**src/rtl/systolic_skew_feeder_if.sv**
```systemverilog
// Upstream vector stream into the systolic skew feeder: valid/ready beats of
// one ROWS-element column vector, with a last marker travelling alongside.
interface systolic_skew_feeder_if #(
    parameter int DW   = 8,
    parameter int ROWS = 5
) ();
    logic                 in_valid;
    logic                 in_ready;
    logic [ROWS*DW-1:0]   in_data;
    logic                 in_last;

    modport master (output in_valid, output in_data, output in_last, input in_ready);
    modport slave  (input in_valid, input in_data, input in_last, output in_ready);
endinterface

```
**src/rtl/systolic_skew_feeder.sv**
```systemverilog
// Feeds a 5x5 weight-stationary systolic array: buffers column vectors in a FIFO and
// drives the rows with a diagonal skew. Define FEEDER_STATS_EN to add the beat_count output.
module systolic_skew_feeder #(
    parameter int DW          = 8,
    parameter int ROWS        = 5,
    parameter int FIFO_DEPTH  = 4,
    parameter int DRAIN_EXTRA = 5
) (
    input  logic                 clk,
    input  logic                 rst,
    systolic_skew_feeder_if.slave up,
    input  logic                 start,
    output logic [DW-1:0]        row_data1,
    output logic [DW-1:0]        row_data2,
    output logic [DW-1:0]        row_data3,
    output logic [DW-1:0]        row_data4,
    output logic [DW-1:0]        row_data5,
    output logic [ROWS-1:0]      row_vld,
    output logic                 arr_clear,
    output logic                 busy,
    output logic                 done
`ifdef FEEDER_STATS_EN
    ,
    output logic [15:0]          beat_count
`endif
);

    localparam int AW   = (FIFO_DEPTH > 1) ? $clog2(FIFO_DEPTH) : 1;
    localparam int CNTW = AW + 1;
    localparam int EW   = ROWS * DW + 1;
    localparam int CW   = $clog2(ROWS + DRAIN_EXTRA);
    localparam logic [CNTW-1:0] DEPTH_C    = CNTW'(FIFO_DEPTH);
    localparam logic [CW-1:0]   DRAIN_LOAD = CW'(ROWS - 1 + DRAIN_EXTRA);

    typedef enum logic [2:0] {
        ST_IDLE,
        ST_CLEAR,
        ST_STREAM,
        ST_DRAIN,
        ST_DONE
    } state_t;

    state_t state_q, state_d;
    logic [CW-1:0] drain_cnt_q, drain_cnt_d;
    logic arr_clear_q, arr_clear_d;
    logic busy_q, busy_d;
    logic done_q, done_d;

    logic [EW-1:0]   fifo_mem [FIFO_DEPTH];
    logic [AW-1:0]   wr_ptr_q, wr_ptr_d;
    logic [AW-1:0]   rd_ptr_q, rd_ptr_d;
    logic [CNTW-1:0] count_q, count_d;
    logic            fifo_full, fifo_empty;
    logic            push, pop;
    logic [EW-1:0]   fifo_rd;
    logic            pop_last;
    logic [ROWS*DW-1:0] pop_data;

    assign fifo_full   = (count_q == DEPTH_C);
    assign fifo_empty  = (count_q == '0);
    assign up.in_ready = !fifo_full;
    assign push        = up.in_valid && !fifo_full;
    // Pops only look at the registered count, so a beat written into an empty
    // FIFO becomes poppable one cycle later.
    assign pop         = (state_q == ST_STREAM) && !fifo_empty;
    assign fifo_rd     = fifo_mem[rd_ptr_q];
    assign pop_last    = fifo_rd[EW-1];
    assign pop_data    = fifo_rd[EW-2:0];

    always_ff @(posedge clk) begin
        if (push) begin
            fifo_mem[wr_ptr_q] <= {up.in_last, up.in_data};
        end
    end

    always_comb begin
        wr_ptr_d = wr_ptr_q;
        rd_ptr_d = rd_ptr_q;
        count_d  = count_q;
        if (push) begin
            wr_ptr_d = wr_ptr_q + AW'(1);
        end
        if (pop) begin
            rd_ptr_d = rd_ptr_q + AW'(1);
        end
        if (push && !pop) begin
            count_d = count_q + CNTW'(1);
        end else if (pop && !push) begin
            count_d = count_q - CNTW'(1);
        end
    end

    always_ff @(posedge clk or posedge rst) begin
        if (rst) begin
            wr_ptr_q <= '0;
            rd_ptr_q <= '0;
            count_q  <= '0;
        end else begin
            wr_ptr_q <= wr_ptr_d;
            rd_ptr_q <= rd_ptr_d;
            count_q  <= count_d;
        end
    end

    always_comb begin
        state_d     = state_q;
        drain_cnt_d = drain_cnt_q;
        case (state_q)
            ST_IDLE: begin
                if (start) begin
                    state_d = ST_CLEAR;
                end
            end
            ST_CLEAR: begin
                state_d = ST_STREAM;
            end
            ST_STREAM: begin
                if (pop && pop_last) begin
                    state_d     = ST_DRAIN;
                    drain_cnt_d = DRAIN_LOAD;
                end
            end
            ST_DRAIN: begin
                // Leave on the cycle the counter reaches zero, giving exactly
                // DRAIN_LOAD drain cycles after the last pop.
                drain_cnt_d = drain_cnt_q - CW'(1);
                if (drain_cnt_q <= CW'(1)) begin
                    state_d     = ST_DONE;
                    drain_cnt_d = '0;
                end
            end
            ST_DONE: begin
                state_d = ST_IDLE;
            end
            default: begin
                state_d = ST_IDLE;
            end
        endcase
        arr_clear_d = (state_d == ST_CLEAR);
        busy_d      = (state_d != ST_IDLE);
        done_d      = (state_d == ST_DONE);
    end

    always_ff @(posedge clk or posedge rst) begin
        if (rst) begin
            state_q     <= ST_IDLE;
            drain_cnt_q <= '0;
            arr_clear_q <= 1'b0;
            busy_q      <= 1'b0;
            done_q      <= 1'b0;
        end else begin
            state_q     <= state_d;
            drain_cnt_q <= drain_cnt_d;
            arr_clear_q <= arr_clear_d;
            busy_q      <= busy_d;
            done_q      <= done_d;
        end
    end

    assign arr_clear = arr_clear_q;
    assign busy      = busy_q;
    assign done      = done_q;

    // Lane gi holds gi+1 registers: the input stage plus gi skew stages. Outside
    // a pop the input stage takes zero data with a zero tag.
    logic [ROWS-1:0][DW-1:0] lane_out;

    genvar gi;
    for (gi = 0; gi < ROWS; gi++) begin : g_lane
        logic [DW-1:0] pipe_q [gi+1];
        logic [DW-1:0] pipe_d [gi+1];
        logic [gi:0]   tag_q, tag_d;

        always_comb begin
            pipe_d[0] = pop ? pop_data[gi*DW +: DW] : '0;
            tag_d[0]  = pop;
            for (int k = 1; k <= gi; k++) begin
                pipe_d[k] = pipe_q[k-1];
                tag_d[k]  = tag_q[k-1];
            end
        end

        always_ff @(posedge clk or posedge rst) begin
            if (rst) begin
                for (int k = 0; k <= gi; k++) begin
                    pipe_q[k] <= '0;
                end
                tag_q <= '0;
            end else begin
                pipe_q <= pipe_d;
                tag_q  <= tag_d;
            end
        end

        assign lane_out[gi] = pipe_q[gi];
        assign row_vld[gi]  = tag_q[gi];
    end

    assign row_data1 = lane_out[0];
    assign row_data2 = lane_out[1];
    assign row_data3 = lane_out[2];
    assign row_data4 = lane_out[3];
    assign row_data5 = lane_out[4];

`ifdef FEEDER_STATS_EN
    logic [15:0] beat_count_q, beat_count_d;

    always_comb begin
        beat_count_d = beat_count_q;
        if (state_d == ST_CLEAR) begin
            beat_count_d = '0;
        end else if (push && (beat_count_q != 16'hFFFF)) begin
            beat_count_d = beat_count_q + 16'd1;
        end
    end

    always_ff @(posedge clk or posedge rst) begin
        if (rst) begin
            beat_count_q <= '0;
        end else begin
            beat_count_q <= beat_count_d;
        end
    end

    assign beat_count = beat_count_q;
`endif

endmodule

```
**src/flat_wrapper.sv**
```systemverilog
// flat-port wrapper written by rule: the top's interface ports become plain ports
module systolic_skew_feeder_flat 
#(
    parameter int DW          = 8,
    parameter int ROWS        = 5,
    parameter int FIFO_DEPTH  = 4,
    parameter int DRAIN_EXTRA = 5
)
  (clk, rst, start, row_data1, row_data2, row_data3, row_data4, row_data5, row_vld, arr_clear, busy, done, up_in_valid, up_in_data, up_in_last, up_in_ready);
  systolic_skew_feeder_if #(.DW(DW), .ROWS(ROWS)) up_i ();
  input  logic clk;
  input  logic rst;
  input  logic start;
  output logic [DW-1:0] row_data1;
  output logic [DW-1:0] row_data2;
  output logic [DW-1:0] row_data3;
  output logic [DW-1:0] row_data4;
  output logic [DW-1:0] row_data5;
  output logic [ROWS-1:0] row_vld;
  output logic arr_clear;
  output logic busy;
  output logic done;
  input wire logic [$bits(up_i.in_valid)-1:0] up_in_valid;
  input wire logic [$bits(up_i.in_data)-1:0] up_in_data;
  input wire logic [$bits(up_i.in_last)-1:0] up_in_last;
  output wire logic [$bits(up_i.in_ready)-1:0] up_in_ready;
  assign up_i.in_valid = up_in_valid;
  assign up_i.in_data = up_in_data;
  assign up_i.in_last = up_in_last;
  assign up_in_ready = up_i.in_ready;
  systolic_skew_feeder #(.DW(DW), .ROWS(ROWS), .FIFO_DEPTH(FIFO_DEPTH), .DRAIN_EXTRA(DRAIN_EXTRA)) u_core (.clk(clk), .rst(rst), .up(up_i), .start(start), .row_data1(row_data1), .row_data2(row_data2), .row_data3(row_data3), .row_data4(row_data4), .row_data5(row_data5), .row_vld(row_vld), .arr_clear(arr_clear), .busy(busy), .done(done));
endmodule
```
**config.mk**
```make
export PLATFORM = sky130hd
export DESIGN_NAME = systolic_skew_feeder_flat
export DESIGN_NICKNAME = d
export VERILOG_FILES = /design/src/rtl/systolic_skew_feeder_if.sv /design/src/rtl/systolic_skew_feeder.sv /design/src/flat_wrapper.sv
export SDC_FILE = /design/constraint.sdc
export NUM_CORES = 1
export LEC_CHECK = 0
export BUFFER_PORTS_ARGS = -buffer_cell sky130_fd_sc_hd__buf_2
export CAP_MARGIN = 15
export CORE_MARGIN = 1
export CORE_UTILIZATION = 34
export CTS_BUF_LIST = sky130_fd_sc_hd__clkbuf_2 sky130_fd_sc_hd__clkbuf_4 sky130_fd_sc_hd__clkbuf_8
export DETAILED_ROUTE_END_ITERATION = 16
export PLACE_DENSITY = 0.5
export RECOVER_POWER = 50
export REMOVE_ABC_BUFFERS = 1
export SLEW_MARGIN = 20
export SYNTH_ARGS = -nofsm -noshare
export SYNTH_HDL_FRONTEND = slang
export SYNTH_SLANG_ARGS = --single-unit
```
**constraint.sdc**
```tcl
create_clock -name clk -period 6.6 [get_ports clk]
set_clock_uncertainty 0.05 [all_clocks]
set_input_delay 0.66 -clock clk [delete_from_list [all_inputs] [get_ports clk]]
set_output_delay 0.66 -clock clk [all_outputs]
set_load 0.01 [all_outputs]
```
Word-level counts from Yosys, hierarchy flattened
Memory sizes are Yosys's and may differ from the RTL's. Index checks and enable logic that the tools add are counted. W data, S select, Z words.

Bits in registers: 152. Bits in writable memories: 164. Bits of input ports: 45. Output and inout bits: 49. Word-level logic and storage cells: 73. Memories kept: 1.

Add/sub/neg operators: 5. Magnitude comparators: 1. Equal/unequal tests: 7. Multiplexer cells: 16. Reduce and logical (&&, ||, !) cells: 15.

Memory list: u_core.fifo_mem (words 4, width 41, rd ports 1, clocked after memory_dff 0, write ports 1, line systolic_skew_feeder.sv:49) `logic [EW-1:0] fifo_mem [FIFO_DEPTH];`.

Operators with widths (number): $mux W8 (5); $mux W3 (5); $pmux W3 S4 (1); $mux W4 (2); $pmux W4 S2 (1); $eq A3 B1 Y1 const B (2); $eq A3 B2 Y1 const B (2); $eq A3 B3 Y1 const B (2); $logic_not A3 Y1 (2); $logic_and A1 B1 Y1 (5); $add A2 B1 Y2 const B (2); $le A4 B1 Y1 const B (1); $logic_not A1 Y1 (4); $reduce_bool A2 Y1 (2); $sub A4 B1 Y4 const B (1); $add A3 B1 Y3 const B (1); $reduce_bool A3 Y1 (1); $sub A3 B1 Y3 const B (1); $mux W1 (2); $ne A2 B2 Y1 const B (1); $reduce_and A2 Y1 (1).

Longest topological paths before layout
Word-level depth: 7. Mapped depth: 9. Mapped depth without buffers: 9.

Worst setup path before layout
Ideal clock, no wire load.

Path kind: in2reg. From: input up_in_valid. To: memory u_core.fifo_mem[1][0] (netlist bit) (enable). Library setup time: 0.402 ns. Data arrival time: 1.696 ns. Data required time: 6.148 ns. Slack: 4.451 ns. Stages: 1. Buffers on the path: 0. Cells stage by stage: and3_1.

Cells in the longest elaborated chain, start to end: 3.

Ends and longest elaborated chain: start: declaration (line flat_wrapper.sv:23) `input wire logic [$bits(up_i.in_valid)-1:0] up_in_valid;`; $logic_and A1 B1 Y1 (line systolic_skew_feeder.sv:62) `assign push = up.in_valid && !fifo_full;`; $mux W1 (line systolic_skew_feeder.sv:71) `if (push) begin`; $mux W1 (implied by the code) (line systolic_skew_feeder.sv:72) `fifo_mem[wr_ptr_q] <= {up.in_last, up.in_data};`; end: declaration (line systolic_skew_feeder.sv:49).

Every way passes these cells.

==> run_results.csv <==
group,metric,value,unit
timing,min_period,3.21,ns
routing,drt_iter0_drc,235,
floorplan,io-pin-count,94,
synth,avgSynthCellArea,21.9,um2
routing,avgViaCountPerCell,4.44,
setup_path,setup.worst_path.end_class,"async pin",
grt,grt_pass1_vias,5099,
synth,ys_warn_count,0,
routing,wl_per_cell,17.4,um
final_layout,postLayoutCellArea,12100,um2
timing,setup_viol,0,
outcome,violations,"max-capacitance violations, max-slew violations",
timing,timing.fmax,0.312,GHz
placement,globalplace.congestion,0.672,
timing,period_share,0.486,
setup_path,crit_arrival,3.72,ns
grt,grt_max_degree,79,
power_and_ir_drop,cellPowerDensity,452,nW/um2
cts,cts_buffer_depth,3,
grt,track_usage,0.121,
hold_path,hold_depth,0,
setup_path,rr_endpoint,"u_core.count_q[2]$_DFFE_PP0P_",
timing,setup_ws,3.39,ns
routing,drc,0,
floorplan,fp.dieW,175,um
cts,cts_sinks,306,
cts,cts_tree,"done",
placement,dpl_worst_slack,4.26,ns
cts,cts_root_buf,"clkbuf_8",
setup_path,start_kind,"primary input",
power_and_ir_drop,p_total,5460,uW
final_layout,syn_to_final_growth,18.7,%
setup_path,critPathKind,"in2async",
placement,postPlaceCellArea,11100,um2
setup_path,r2r_slack,4.35,ns
floorplan,fp-row-count,62,
final_layout,finalNonFillerCells,1024,
synth,async_flop_share,0.464,
timing,finalHoldViolCount,0,
floorplan,design.die.area,30600,um2
synth,ys_seq_elements,306,
final_layout,n_fill_cell,2610,
cts,clkTransAtPathRegs,0.06,ns
synth,yosysUniqueCellTypes,32,
final_layout,drive_gt1_frac,0.313,
placement,numPortBuffers,93,
cts,cts-buffers-inserted,50,
synth,ys.flop_type,"edfxtp_1",
outcome,status,"finished with violations",
grt,gr-total-overflow,0,
placement,hpwl,9360,um
routing,num_vias,4543,
synth,netlist_area,10200,um2
timing,slew_violations,79,
synth,yosys-top-cells-area,"edfxtp_1 48%, dfrtp_1 35%, mux4_2 9.1%",
synth,yosysTopAreaCellShare,0.484,
power_and_ir_drop,power_leakage,0.00481,uW
routing,first_pass_iters,4,
timing,relSlewSlack,-1.37,
cts,postCtsSetupBuffers,0,
synth,synth_edf_count,164,
routing,wirelength,17800,um
hold_path,min_to,"u_core.g_lane[4].pipe_d[7]$_DFF_PP0_",
synth,yosysSeqAreaShare,0.833,
setup_path,cp_max_fo,78,
setup_path,rr_startpoint,"u_core.count_q[0]$_DFFE_PP0P_",
setup_path,r2r_cells,9,
cts,htree_levels,2,
hold_path,hp-start,"u_core.g_lane[4].pipe_d[15]$_DFF_PP0_",
timing,worstMarginPinSlew,3.54,ns
timing,grt_setup_unrepaired,"no",
floorplan,die_h,175,um
cts,hold_buffers,0,
flow_run,maxCapViolations,1,
setup_path,cp.required,7.11,ns
hold_path,hp-class,"reg2reg",
synth,synth_top_area_cell,"edfxtp_1",
grt,antenna_found_initial,2,
cts,postCtsResizedCells,0,
final_layout,fin_nets,652,
cts,clk_latency,0.55,ns
routing,postRouteAntennaNets,0,
grt,grt_pass1_wl,28400,um
floorplan,core_area,29100,um2
power_and_ir_drop,ir_drop,0.000178,V
placement,dp.cells,931,
floorplan,initial_core_util,0.350,
synth,netlist_instances,464,
timing,finalSetupTns,0,ns
==> critical path: stages <==
cell,delay (ns)
buf_2,0.10
clkinvlp_2,1.97
buf_4,0.92
==> sequential cells by signal (all words and copies together) (netlist names), 2 cells and up <==
register,flops
u_core.drain_cnt_q,4
u_core.row_data4,8
u_core.row_data3,8
u_core.count_q,3
u_core.g_lane.pipe_d,80
u_core.rd_ptr_q,2
u_core.row_data2,8
u_core.state_q,3
u_core.g_lane.tag_q,5
u_core.row_data1,8
u_core.wr_ptr_q,2
u_core.row_data5,8
u_core.fifo_mem,164
==> cell usage in the layout (no fill, tap or decap), types with 7 or more instances in the layout <==
master    synthesis  final
and2_1           41     40
dfrtp_1         142    140
buf_2             7     52
ha_1              7      7
nor2_1            9      9
clkbuf_1          7     41
clkbuf_4          0     24
edfxtp_1        164    164
mux4_2           41     41
clkbuf_8          0     58
==> worst max path at each step <==
stage                                        from                                    end  slack, ns  cells past startpoint
finish                                        rst  u_core.g_lane[4].pipe_d[25]$_DFF_PP0_       3.39                      3
global route                                  rst  u_core.g_lane[4].pipe_d[25]$_DFF_PP0_       2.69                      3
CTS                 u_core.count_q[0]$_DFFE_PP0P_          u_core.count_q[2]$_DFFE_PP0P_       4.32                      9
detailed placement                    up_in_valid          u_core.count_q[2]$_DFFE_PP0P_       4.26                      8
global placement                              rst  u_core.g_lane[4].pipe_d[25]$_DFF_PP0_       4.36                      3
floorplan                                     rst             u_core.arr_clear$_DFF_PP0_       2.08                      1
==> synthesized netlist by cell type (all sizes together) (2+ instances only) <==
cell      n
ha        7
mux4     41
xor2      2
a31oi     2
clkbuf    7
dfrtp   142
and2     42
and3      4
buf       8
nor2      9
mux2      2
xnor2     4
a21oi     2
edfxtp  164
o21ai     2
inv       7
nand2     5
nor3      2
==> report_power, final <==
group	switching (uW)	total (uW)	internal, uW	leakage, uW
sequential	291	2830	2540	0.00335
combinational	490	1010	521	0.000911
clock	685	1620	932	0.000549
total	1470	5460	3990	0.00481
==> per-stage QoR <==
stage | hold WS [ns] | utilization
floorplan | 0.281 | -
detailed placement | 0.285 | 0.382
global route | 0.290 | 0.415
finish | 0.287 | 0.415
global placement | 0.281 | 0.382
CTS | 0.189 | 0.417
==> per-layer routing <==
| metal | global-route usage | share of wire |
|---|---|---|
| met1 | 0.155 | 0.43 |
| met2 | 0.196 | 0.48 |
| met3 | 0.0333 | 0.060 |
| met4 | 0.0482 | 0.028 |
| met5 | 0 | 0.00067 |
==> cell type report <==
cell class              instances  area [um2]  share of cell area
multi-input cells             135        1610               0.133
repair buffers                 98         452              0.0374
inverters                       8        31.3             0.00259
flip-flops and latches        306        8490               0.702
clock inverters                10        45.0             0.00373
well taps                     384         480              0.0398
diodes                          1        2.50            0.000207
clock buffers                  82         978              0.0810
==> cell families (layout without fill, tap and decap cells) <==
| family | Yosys count | in the layout | synth area share |
|---|---|---|---|
| fa+ha+maj | 8 | 8 | 0.0106 |
| other cells | 0 | 1 | 0 |
| simple gates | 68 | 68 | 0.0413 |
| xor+xnor | 6 | 6 | 0.00516 |
| buf+inv | 23 | 198 | 0.00971 |
| mux | 44 | 44 | 0.0939 |
| flops | 306 | 306 | 0.833 |
| compound gates | 9 | 9 | 0.00664 |
(Power assumes the default switching activity.)
